<file path="src/rtl/i2s_audio_in.sv">
// i2s_audio_in: slave-mode serial audio receiver.
// Oversamples bclk/lrclk/sdata in the clk domain, deserialises left and right
// slots (Philips I2S, left-justified or LSB-justified) and presents a stereo
// pair with a one-cycle valid strobe. Slots longer than max_slot raise a
// sticky sync_lost flag and force a resync on the next left-slot edge.
module i2s_audio_in #(
  parameter int out_res             = 16,
  parameter int max_slot            = 32,
  parameter int align_right         = 0,
  parameter int offset_by_one_cycle = 1
) (
  input  logic               clk,
  input  logic               rst_n,
  input  logic               bclk,
  input  logic               lrclk,
  input  logic               sdata,
  output logic [out_res-1:0] sample_l,
  output logic [out_res-1:0] sample_r,
  output logic               valid,
  output logic               sync_lost
);

  localparam int CW = $clog2(max_slot + 2);
  localparam logic [CW-1:0] CNT_SAT = CW'(max_slot + 1);
  // Index of the first data bit inside a slot (only meaningful when MSB-first).
  localparam int OFF = (align_right == 0 && offset_by_one_cycle != 0) ? 1 : 0;

  typedef enum logic [1:0] {WAIT_SYNC, LEFT, RIGHT} state_t;

  logic [1:0]         bclk_s, lr_s, sd_s;
  logic               bclk_d;
  logic               lr_prev;
  logic [CW-1:0]      cnt;
  logic [out_res-1:0] shreg;
  logic [out_res-1:0] hold_l;
  state_t             state;

  logic               rise, lr_chg, in_win;
  logic [CW-1:0]      bit_idx, cnt_next;
  logic [out_res-1:0] shreg_base, shreg_next, word;
  int                 n_bits;

  // Two-stage synchronisers plus one history stage for bclk edge detection.
  always_ff @(posedge clk or negedge rst_n) begin
    if (!rst_n) begin
      bclk_s <= '0;
      lr_s   <= '0;
      sd_s   <= '0;
      bclk_d <= 1'b0;
    end else begin
      bclk_s <= {bclk_s[0], bclk};
      lr_s   <= {lr_s[0], lrclk};
      sd_s   <= {sd_s[0], sdata};
      bclk_d <= bclk_s[1];
    end
  end

  // Per-bit datapath: slot bit index, saturating counter, shifter and the
  // justified word of the slot that is ending.
  always_comb begin
    rise       = bclk_s[1] & ~bclk_d;
    lr_chg     = lr_s[1] ^ lr_prev;
    bit_idx    = lr_chg ? '0 : cnt;
    cnt_next   = (bit_idx == CNT_SAT) ? bit_idx : bit_idx + 1'b1;
    in_win     = (align_right != 0) ||
                 ((int'(bit_idx) >= OFF) && (int'(bit_idx) < OFF + out_res));
    shreg_base = lr_chg ? '0 : shreg;
    shreg_next = in_win ? {shreg_base[out_res-2:0], sd_s[1]} : shreg_base;
    n_bits     = 0;
    if (int'(cnt) > OFF) n_bits = int'(cnt) - OFF;
    if (n_bits > out_res) n_bits = out_res;
    // MSB-first words that came up short are pushed up so the pad is at the LSB end.
    if (align_right != 0) word = shreg;
    else                  word = shreg << (out_res - n_bits);
  end

  // Slot-framing FSM with registered outputs and sticky sync-loss detection.
  always_ff @(posedge clk or negedge rst_n) begin
    if (!rst_n) begin
      state     <= WAIT_SYNC;
      lr_prev   <= 1'b0;
      cnt       <= '0;
      shreg     <= '0;
      hold_l    <= '0;
      sample_l  <= '0;
      sample_r  <= '0;
      valid     <= 1'b0;
      sync_lost <= 1'b0;
    end else begin
      valid <= 1'b0;
      if (rise) begin
        lr_prev <= lr_s[1];
        cnt     <= cnt_next;
        shreg   <= shreg_next;
        case (state)
          WAIT_SYNC: begin
            if (lr_chg && !lr_s[1]) state <= LEFT;
          end
          LEFT: begin
            if (lr_chg) begin
              hold_l <= word;
              state  <= RIGHT;
            end else if (cnt_next == CNT_SAT) begin
              sync_lost <= 1'b1;
              state     <= WAIT_SYNC;
            end
          end
          RIGHT: begin
            if (lr_chg) begin
              sample_l <= hold_l;
              sample_r <= word;
              valid    <= 1'b1;
              state    <= LEFT;
            end else if (cnt_next == CNT_SAT) begin
              sync_lost <= 1'b1;
              state     <= WAIT_SYNC;
            end
          end
          default: state <= WAIT_SYNC;
        endcase
      end
    end
  end

endmodule
</file>
<file path="config.mk">
export PLATFORM = sky130hd
export DESIGN_NAME = i2s_audio_in
export DESIGN_NICKNAME = d
export VERILOG_FILES = /design/src/rtl/i2s_audio_in.sv
export SDC_FILE = /design/constraint.sdc
export NUM_CORES = 1
export LEC_CHECK = 0
export CAP_MARGIN = 20
export CORE_MARGIN = 8
export CORE_UTILIZATION = 57
export CTS_CLUSTER_SIZE = 30
export DETAILED_ROUTE_END_ITERATION = 10
export DONT_BUFFER_PORTS = 1
export GPL_ROUTABILITY_DRIVEN = 0
export PLACE_DENSITY = 0.72
export SKIP_CTS_REPAIR_TIMING = 1
export SLEW_MARGIN = 20
export SYNTH_ARGS = -nofsm -noshare
export SYNTH_HDL_FRONTEND = slang
export SYNTH_SLANG_ARGS = --single-unit
</file>
<file path="constraint.sdc">
create_clock -name clk -period 14.3 [get_ports clk]
set_clock_uncertainty 0.15 [all_clocks]
set_input_delay 0 -clock clk [delete_from_list [all_inputs] [get_ports clk]]
set_output_delay 0 -clock clk [all_outputs]
set_load 0.03 [all_outputs]
</file>
Yosys cells after proc, flatten, opt, wreduce, memory -nomap -nowiden
Index checks and enable logic that the tools add are counted.

storage, ports and cells
  bits in read-only memories = 0
  flip-flop bits (word level) = 82
  output and inout port bits = 34
  bits in latches = 0
  bits in writable memories = 0
  word-level logic and storage cells = 56
  memories kept = 0
  bits of input ports = 5

cells by class
  divide/modulo/power cells = 0
  reductions and logical operators = 11
  equality and inequality tests = 5
  muxes and demuxes = 14
  shift operators = 1
  $add $sub $neg = 3
  $mul = 0
  bitwise operators = 4
  $lt $le $gt $ge = 4

operator list
  cell                                                                                  count
  32-bit 2-to-1 mux                                                                     2
  32-bit by 6-bit > comparator with 1-bit output (second input constant)                1
  16-bit 2-to-1 mux                                                                     2
  16-bit by 32-bit left shift with 16-bit output                                        1
  6-bit by 32-bit subtractor with 32-bit output (first input constant)                  1
  6-bit equality test (second input constant)                                           2
  6-bit 2-to-1 mux                                                                      2
  2-bit 2-to-1 mux                                                                      4
  6-bit by 1-bit subtractor with 7-bit output (second input constant)                   1
  6-bit by 1-bit adder with 6-bit output (second input constant)                        1
  6-bit by 1-bit greater-or-equal comparator with 1-bit output (second input constant)  1
  6-bit by 1-bit > comparator with 1-bit output (second input constant)                 1
  6-bit by 5-bit less-than comparator with 1-bit output (second input constant)         1
  2-bit case mux with 3 select lines                                                    1
  3-bit AND reduction                                                                   2
  2-bit AND reduction                                                                   2
  4-bit AND reduction                                                                   1
  1-bit 2-to-1 mux                                                                      3
  2-bit by 1-bit equality test with 1-bit output (second input constant)                1
  2-bit equality test (second input constant)                                           1
  1-bit logical AND                                                                     2
  2-bit logical NOT                                                                     1
  2-bit inequality test (second input constant)                                         1
  1-bit inverter                                                                        2
  other kinds (5)                                                                       5

Logic depth before layout (Yosys ltp)
Gate-level depths: netlist of the first run.

  word-level depth = 8
  mapped depth = 23
  mapped depth without buffers = 19

Worst setup path before layout of the first run
No wires, ideal clock.

  path kind = flip-flop to flip-flop
  from = reg cnt[0]
  to = reg hold_l[15]
  setup slack = 9,416 ps
  buffers on the path = 5
  stages on the path, launching flop included = 24
  required time = 14,073 ps
  arrival time = 4,657 ps
  cell sequence = dfrtp_1 -> buf_2 -> inv_1 -> ha_1 -> buf_2 -> nor2b_1 -> o21a_1 -> o221a_2 -> buf_6 -> buf_2 -> or3_1 -> ha_1 -> buf_2 -> o21ai_0 -> o21a_1 -> ha_1 -> or4b_1 -> nor4_2 -> nand2_2 -> a2111oi_0 -> a211oi_1 -> mux2i_1 -> a32oi_1 -> o21ai_1

on the way
  longest elaborated chain between the ends = 6

RTL lines
  element                                                                                                       line  source
  start: declaration                                                                                            33    logic [CW-1:0] cnt;
  start signal: assignment                                                                                      93    cnt <= cnt_next;
  6-bit by 1-bit subtractor with 7-bit output or 6-bit by 1-bit > comparator with 1-bit output (tied branches)  70    if (int'(cnt) > OFF) n_bits = int'(cnt) - OFF;
  32-bit 2-to-1 mux *                                                                                           70
  32-bit by 6-bit > comparator with 1-bit output                                                                71    if (n_bits > out_res) n_bits = out_res;
  32-bit 2-to-1 mux *                                                                                           71
  6-bit by 32-bit subtractor with 32-bit output *                                                               74    else word = shreg << (out_res - n_bits);
  16-bit by 32-bit left shift with 16-bit output *                                                              74
  end signal: assignment                                                                                        101   hold_l <= word;
  end: declaration                                                                                              35    logic [out_res-1:0] hold_l;

Mark *: on every way between the ends. The rest lies on a longest branch, timed or not.
A chain may end at the register's enable or synchronous reset.

Final worst setup path of the first run
  from = reg cnt[0]
  to = reg hold_l[11]

The elaborated chain is that of the path after synthesis.

==> flow_summary.ini, run 1 <==
[outcome]
outcome = complete, no violations

[global_routing]
grt_max_degree = 83
antenna_found_initial = 0
grt-ovfl-total = 0
grtUsageTotal = 0.2035
grt_pass1_wl_microns = 19790
grt_pass1_vias = 4051

[synthesis]
synth_cells = 574
synth-seq-cells = 82
synth_edf_count = 0
synthArstFlopShare = 1.000
yosysSeqAreaShare = 0.4052
synth_area_sq_mm = 0.005064
avgSynthCellArea_sq_um = 8.822
yosys_warnings = 0
synth_nets = 598
ys.flop_type = dfrtp_1
ys_types = 78

[place]
placed_cell_area_sq_mm = 0.005014
dp_cells = 646
dp_hpwl_microns = 8600
portBuffers = 0
post-place-ws_ns = 8.533

[die]
core_sq_mm = 0.008678
pin_count = 39
die_w_microns = 110.3
dieArea_sq_mm = 0.01216
initial_core_util = 0.5835
row_count = 34
die_h_microns = 110.3

[setup_path]
required_ns = 14.42
cp-start-kind = flip-flop
critPathKind = reg -> reg
cp-end-kind = flip-flop
cp_max_fo = 19
arrival_ns = 6.00

[worst_hold_path]
hold_path_class = in -> async

[pwr]
peakVddDrop_mv = 0.1461
p_leak_nw = 2.310
powerDensity_mw_per_mm2 = 217.6
finalPower_mw = 1.158

[clocking]
cts_tree = done
numCtsBuffers = 9
clock-root-buffer = clkbuf_8
cts-htree-levels = 3
worstSkewPairLatency_ns = 0.36
cts.sinks = 82
path_clk_slew_ns = 0.09
clockBufferDepth = 2

[detailed_routing]
routed_via_density = 6.469
vias = 4321
firstDrtPassIters = 6
drcViolationCount = 0
drtIter0Drc = 482
drt-total-wl_microns = 12260
final_antenna_net_count = 0
post_drt_wl_per_cell_microns = 18.36

[finish]
drive_above_1_share = 0.08750
area_growth_pct = 5.115
final_cell_area_sq_mm = 0.005323
instances_no_fill = 668
antennaDiodeCount = 0
final_util = 0.6133
fillers = 777
final_nets = 579

[sta]
clock.fmax_ghz = 0.1701
hold_ws_ns = 0.02759
rsz0062_at_grt = no
tns_ns = 0
tightestPinTransition_ns = 1.019
hold_viol = 0
period_needed_ns = 5.879
period_share = 0.4111
slew_violations = 0
setup_viol = 0
slew_headroom = 0.3182
fin_ws_ns = 8.421

[flow_run]
cap_violations = 0
## state kept, by name, summed over array words and instances (netlist names)
| register | flops |
|---|---|
| hold_l | 16 |
| valid | 1 |
| sd_s | 2 |
| sample_l | 16 |
| lr_s | 2 |
| cnt | 6 |
| shreg | 16 |
| bclk_s | 2 |
| lr_prev | 1 |
| sample_r | 16 |
| sync_lost | 1 |
| state | 2 |
| bclk_d | 1 |
## cell usage in the layout, fill, tap and decap left out, types with 4 or more instances in the layout
master,synthesis,routed
a211oi_1,7,7
a21o_1,5,5
a21oi_1,23,23
a22o_1,28,28
a31oi_1,9,9
and2_1,6,6
and3_1,6,6
clkbuf_8,0,10
dfrtp_1,82,82
dlygate4sd3_1,0,4
ha_1,19,19
inv_1,17,17
mux2i_1,7,7
nand2_1,118,118
nand2b_1,4,4
nand3_1,14,14
nand4_1,4,4
nor2_1,23,23
nor2b_1,4,4
nor3_1,7,7
o211ai_1,9,9
o21a_1,6,6
o21ai_0,33,33
o21ai_1,16,16
o22ai_1,5,5
o31ai_1,10,10
or3_1,4,4
## final timing paths
| path | start | to | slack, ns | depth (start not counted) |
|---|---|---|---|---|
| min in group clk | lrclk | lr_s[0]$_DFF_PN0_ | 0.04 | 1 |
| worst max-delay path | cnt[0]$_DFFE_PN0P_ | hold_l[11]$_DFFE_PN0P_ | 8.42 | 19 |
| max in group asynchronous | rst_n | shreg[6]$_DFFE_PN0P_ | 13.63 | 2 |
| worst min register to register | lr_s[0]$_DFF_PN0_ | lr_s[1]$_DFF_PN0_ | 0.20 | 0 |
| worst min-delay path | rst_n | sample_l[2]$_DFFE_PN0P_ | 0.03 | 2 |
| worst max register to register | cnt[0]$_DFFE_PN0P_ | hold_l[11]$_DFFE_PN0P_ | 8.42 | 19 |
## synth_stat cells, drive strengths merged (2+ instances only)
cell type / instances / area (sq um)
nand2: 119 / 449.2
dfrtp: 82 / 2052
o21ai: 50 / 254.0
a22o: 28 / 245.2
a21oi: 25 / 140.1
nor2: 25 / 98.84
buf: 19 / 128.9
clkbuf: 19 / 71.32
ha: 19 / 237.7
inv: 19 / 71.32
nand3: 15 / 80.08
o31ai: 10 / 75.07
a211oi: 9 / 77.57
a31oi: 9 / 56.30
nor3: 9 / 61.31
o211ai: 9 / 67.56
mux2i: 7 / 70.07
o21a: 7 / 60.05
and2: 6 / 37.54
and3: 6 / 37.54
or3: 6 / 47.54
a21o: 5 / 37.54
nand2b: 5 / 38.78
nor4: 5 / 52.55
o22ai: 5 / 31.28
nand4: 4 / 25.02
nor2b: 4 / 25.02
or2: 4 / 27.53
a2111oi: 3 / 27.53
mux2: 3 / 33.78
o21bai: 3 / 22.52
o221ai: 3 / 26.28
a22oi: 2 / 15.01
a32oi: 2 / 17.52
clkinv: 2 / 7.510
nand4b: 2 / 17.52
nor3b: 2 / 15.01
o22a: 2 / 17.52
o311ai: 2 / 25.03
o32ai: 2 / 17.52
xor2: 2 / 17.52
## report_power, final
part | total (mW) | internal [mW] | switching, mW
clock network | 0.199 | 0.106 | 0.0930
logic | 0.577 | 0.214 | 0.363
registers | 0.383 | 0.279 | 0.104
## kinds of logic after synthesis
family / count (synthesis) / share of synthesized area
AO/OA/AOI/OAI: 183 / 0.2545
flip-flops: 82 / 0.4052
multiplexers: 10 / 0.02051
AND/OR/NAND/NOR: 218 / 0.2125
XOR/XNOR: 3 / 0.005190
buffers and inverters: 59 / 0.05510
adder cells (fa/ha/maj): 19 / 0.04695
## worst max-delay path, cell delays in order, from the launching register on
cell      delay, ns
dfrtp_1        0.58
inv_1          0.18
ha_1           0.35
nor2b_1        0.30
o21a_1         0.20
o221a_2        0.45
nor2_2         0.12
inv_2          0.10
ha_1           0.38
o21ai_0        0.26
o21a_1         0.17
ha_1           0.27
or4b_1         0.46
nor4_2         0.42
nand3_1        0.44
nor4_1         0.41
a211oi_1       0.11
mux2i_1        0.17
a22oi_1        0.11
o21ai_1        0.14
## layer usage
layer | vias to the layer above | wire length (microns) | part of all wire | track usage
li1 | 2041 | - | - | -
met1 | 2079 | 5250 | 0.43 | 0.2578
met4 | 0 | 296 | 0.024 | 0.08658
met3 | 36 | 838 | 0.068 | 0.03430
met5 | - | 0 | 0 | 0
met2 | 165 | 5877 | 0.48 | 0.3362
## final cells by class
cell class              instances  area (sq um)  area share
well taps                     108         135.1     0.02539
inverters                      21         78.83     0.01481
clock buffers                  10         137.6     0.02586
repair buffers                  8         90.09     0.01693
flip-flops and latches         82          2052      0.3855
multi-input cells             433          2733      0.5134
clock inverters                 6         96.34     0.01810
No activity file was read; power rests on OpenSTA's default activity.
==> inputs of run 2 (changes only) <==
- clock period: 14.3 -> 5.84 ns (I/O delays scaled with it)
==> run 2 against run 1 <==
Effect of this change:
- cell count up 0.60%
- critical path type unchanged
- largest power group unchanged
- critical endpoint is now hold_l[6]$_DFFE_PN0P_
- global-route usage rose by 0.50 points
- routed wire length shrank 0.29%
==> flow_summary.ini, run 2 (synthesized netlist as in run 1, its figures left out) <==
[global_routing]
grtUsageTotal = 0.2086
grt-ovfl-total = 0
grt_pass1_wl_microns = 20240
grt_max_degree = 83
grt_pass1_vias = 4058
antenna_found_initial = 0

[setup_path]
cp-end-kind = flip-flop
slowest_stage = dfrtp_2
arrival_ns = 5.50
required_ns = 5.95
cp_max_fo = 14
critical_path.cell_chain = inv_1 > ha_1 > nor2b_2 > o21a_1 > o221a_2 > nor2_2 > inv_2 > ha_2 > o21ai_0 > o21a_1 > ha_1 > or4b_1 > nor4_4 > nand2_2 > nor2_1 > nand3_1 > o21ai_1 > mux2i_1 > o31ai_1
critPathTopFamily = simple AND/OR/NAND/NOR gates
critPathMaxStageDelay_ns = 0.50
path_buf_inv = 2
cp-start-kind = flip-flop
critPathKind = reg -> reg

[finish]
drive_above_1_share = 0.1011
final_util = 0.6191
final_cell_area_sq_mm = 0.005373
instances_no_fill = 672
mostFrequentLayoutCell = nand2_1
fillers = 751
antennaDiodeCount = 0
area_growth_pct = 6.103
final_nets = 583
final_cell_mix = 118 x nand2_1, 81 x dfrtp_1, 33 x o21ai_0, 28 x a22o_1

[die]
pin_count = 39
dieArea_sq_mm = 0.01216
row_count = 34
initial_core_util = 0.5835
core_sq_mm = 0.008678
die_h_microns = 110.3
die_w_microns = 110.3

[sta]
fin_ws_ns = 0.4576
tightestPinTransition_ns = 1.113
slew_violations = 0
slew_headroom = 0.2579
hold_viol = 0
tns_ns = 0
hold_ws_ns = 0.02207
rsz0062_at_grt = no
period_needed_ns = 5.382
setup_viol = 0
period_share = 0.9216
clock.fmax_ghz = 0.1858

[place]
placed_cell_area_sq_mm = 0.005051
post-place-ws_ns = 0.1092
dp_cells = 651
portBuffers = 0
dp_hpwl_microns = 8714

[clocking]
clock-root-buffer = clkbuf_8
worstSkewPairLatency_ns = 0.37
cts_tree = done
path_clk_slew_ns = 0.09
clockBufferDepth = 2
cts.sinks = 82
numCtsBuffers = 9
cts-htree-levels = 3

[pwr]
p_leak_nw = 2.334
finalPower_mw = 2.876
powerDensity_mw_per_mm2 = 535.3
peakVddDrop_mv = 0.2500

[detailed_routing]
firstDrtPassIters = 5
drt-total-wl_microns = 12230
drtIter0Drc = 392
vias = 4323
drcViolationCount = 0
post_drt_wl_per_cell_microns = 18.19
routed_via_density = 6.433
final_antenna_net_count = 0

[worst_hold_path]
hold_path_class = in -> async

[outcome]
outcome = complete, no violations

[flow_run]
cap_violations = 0
## run 2: per-layer routing
metal,GRT usage,vias up,share of wire
li1,-,2043,-
met1,0.2693,2098,0.43
met2,0.3340,151,0.47
met3,0.04128,31,0.069
met4,0.08849,0,0.027
met5,0,-,0
## run 2: layout make-up
type	instances	area [sq um]	share of cell area
Multi-Input combinational cell	433	2751	0.5121
Sequential cell	82	2053	0.3822
Clock buffer	10	137.6	0.02562
Tap cell	108	135.1	0.02515
Timing Repair Buffer	12	120.1	0.02236
Clock inverter	6	96.34	0.01793
Inverter	21	78.83	0.01467
## run 2: worst paths after layout
kind                            cells after the start                from                      end  slack (ns)
worst min-delay path                                2               rst_n  sample_l[2]$_DFFE_PN0P_        0.02
worst min register to register                      0   lr_s[0]$_DFF_PN0_        lr_s[1]$_DFF_PN0_        0.21
worst max-delay path                               19  cnt[0]$_DFFE_PN0P_    hold_l[6]$_DFFE_PN0P_        0.46
min in group clk                                    1                bclk      bclk_s[0]$_DFF_PN0_        0.03
max in group asynchronous                           2               rst_n     state[0]$_DFFE_PN0P_        5.17
worst max register to register                     19  cnt[0]$_DFFE_PN0P_    hold_l[6]$_DFFE_PN0P_        0.46
## run 2: power breakdown
group	leakage [nW]	total [mW]	switching, mW	internal (mW)
Combinational	1.13	1.48	0.939	0.541
Clock	0.115	0.487	0.229	0.259
Sequential	1.09	0.908	0.225	0.683
Total	2.33	2.88	1.39	1.48
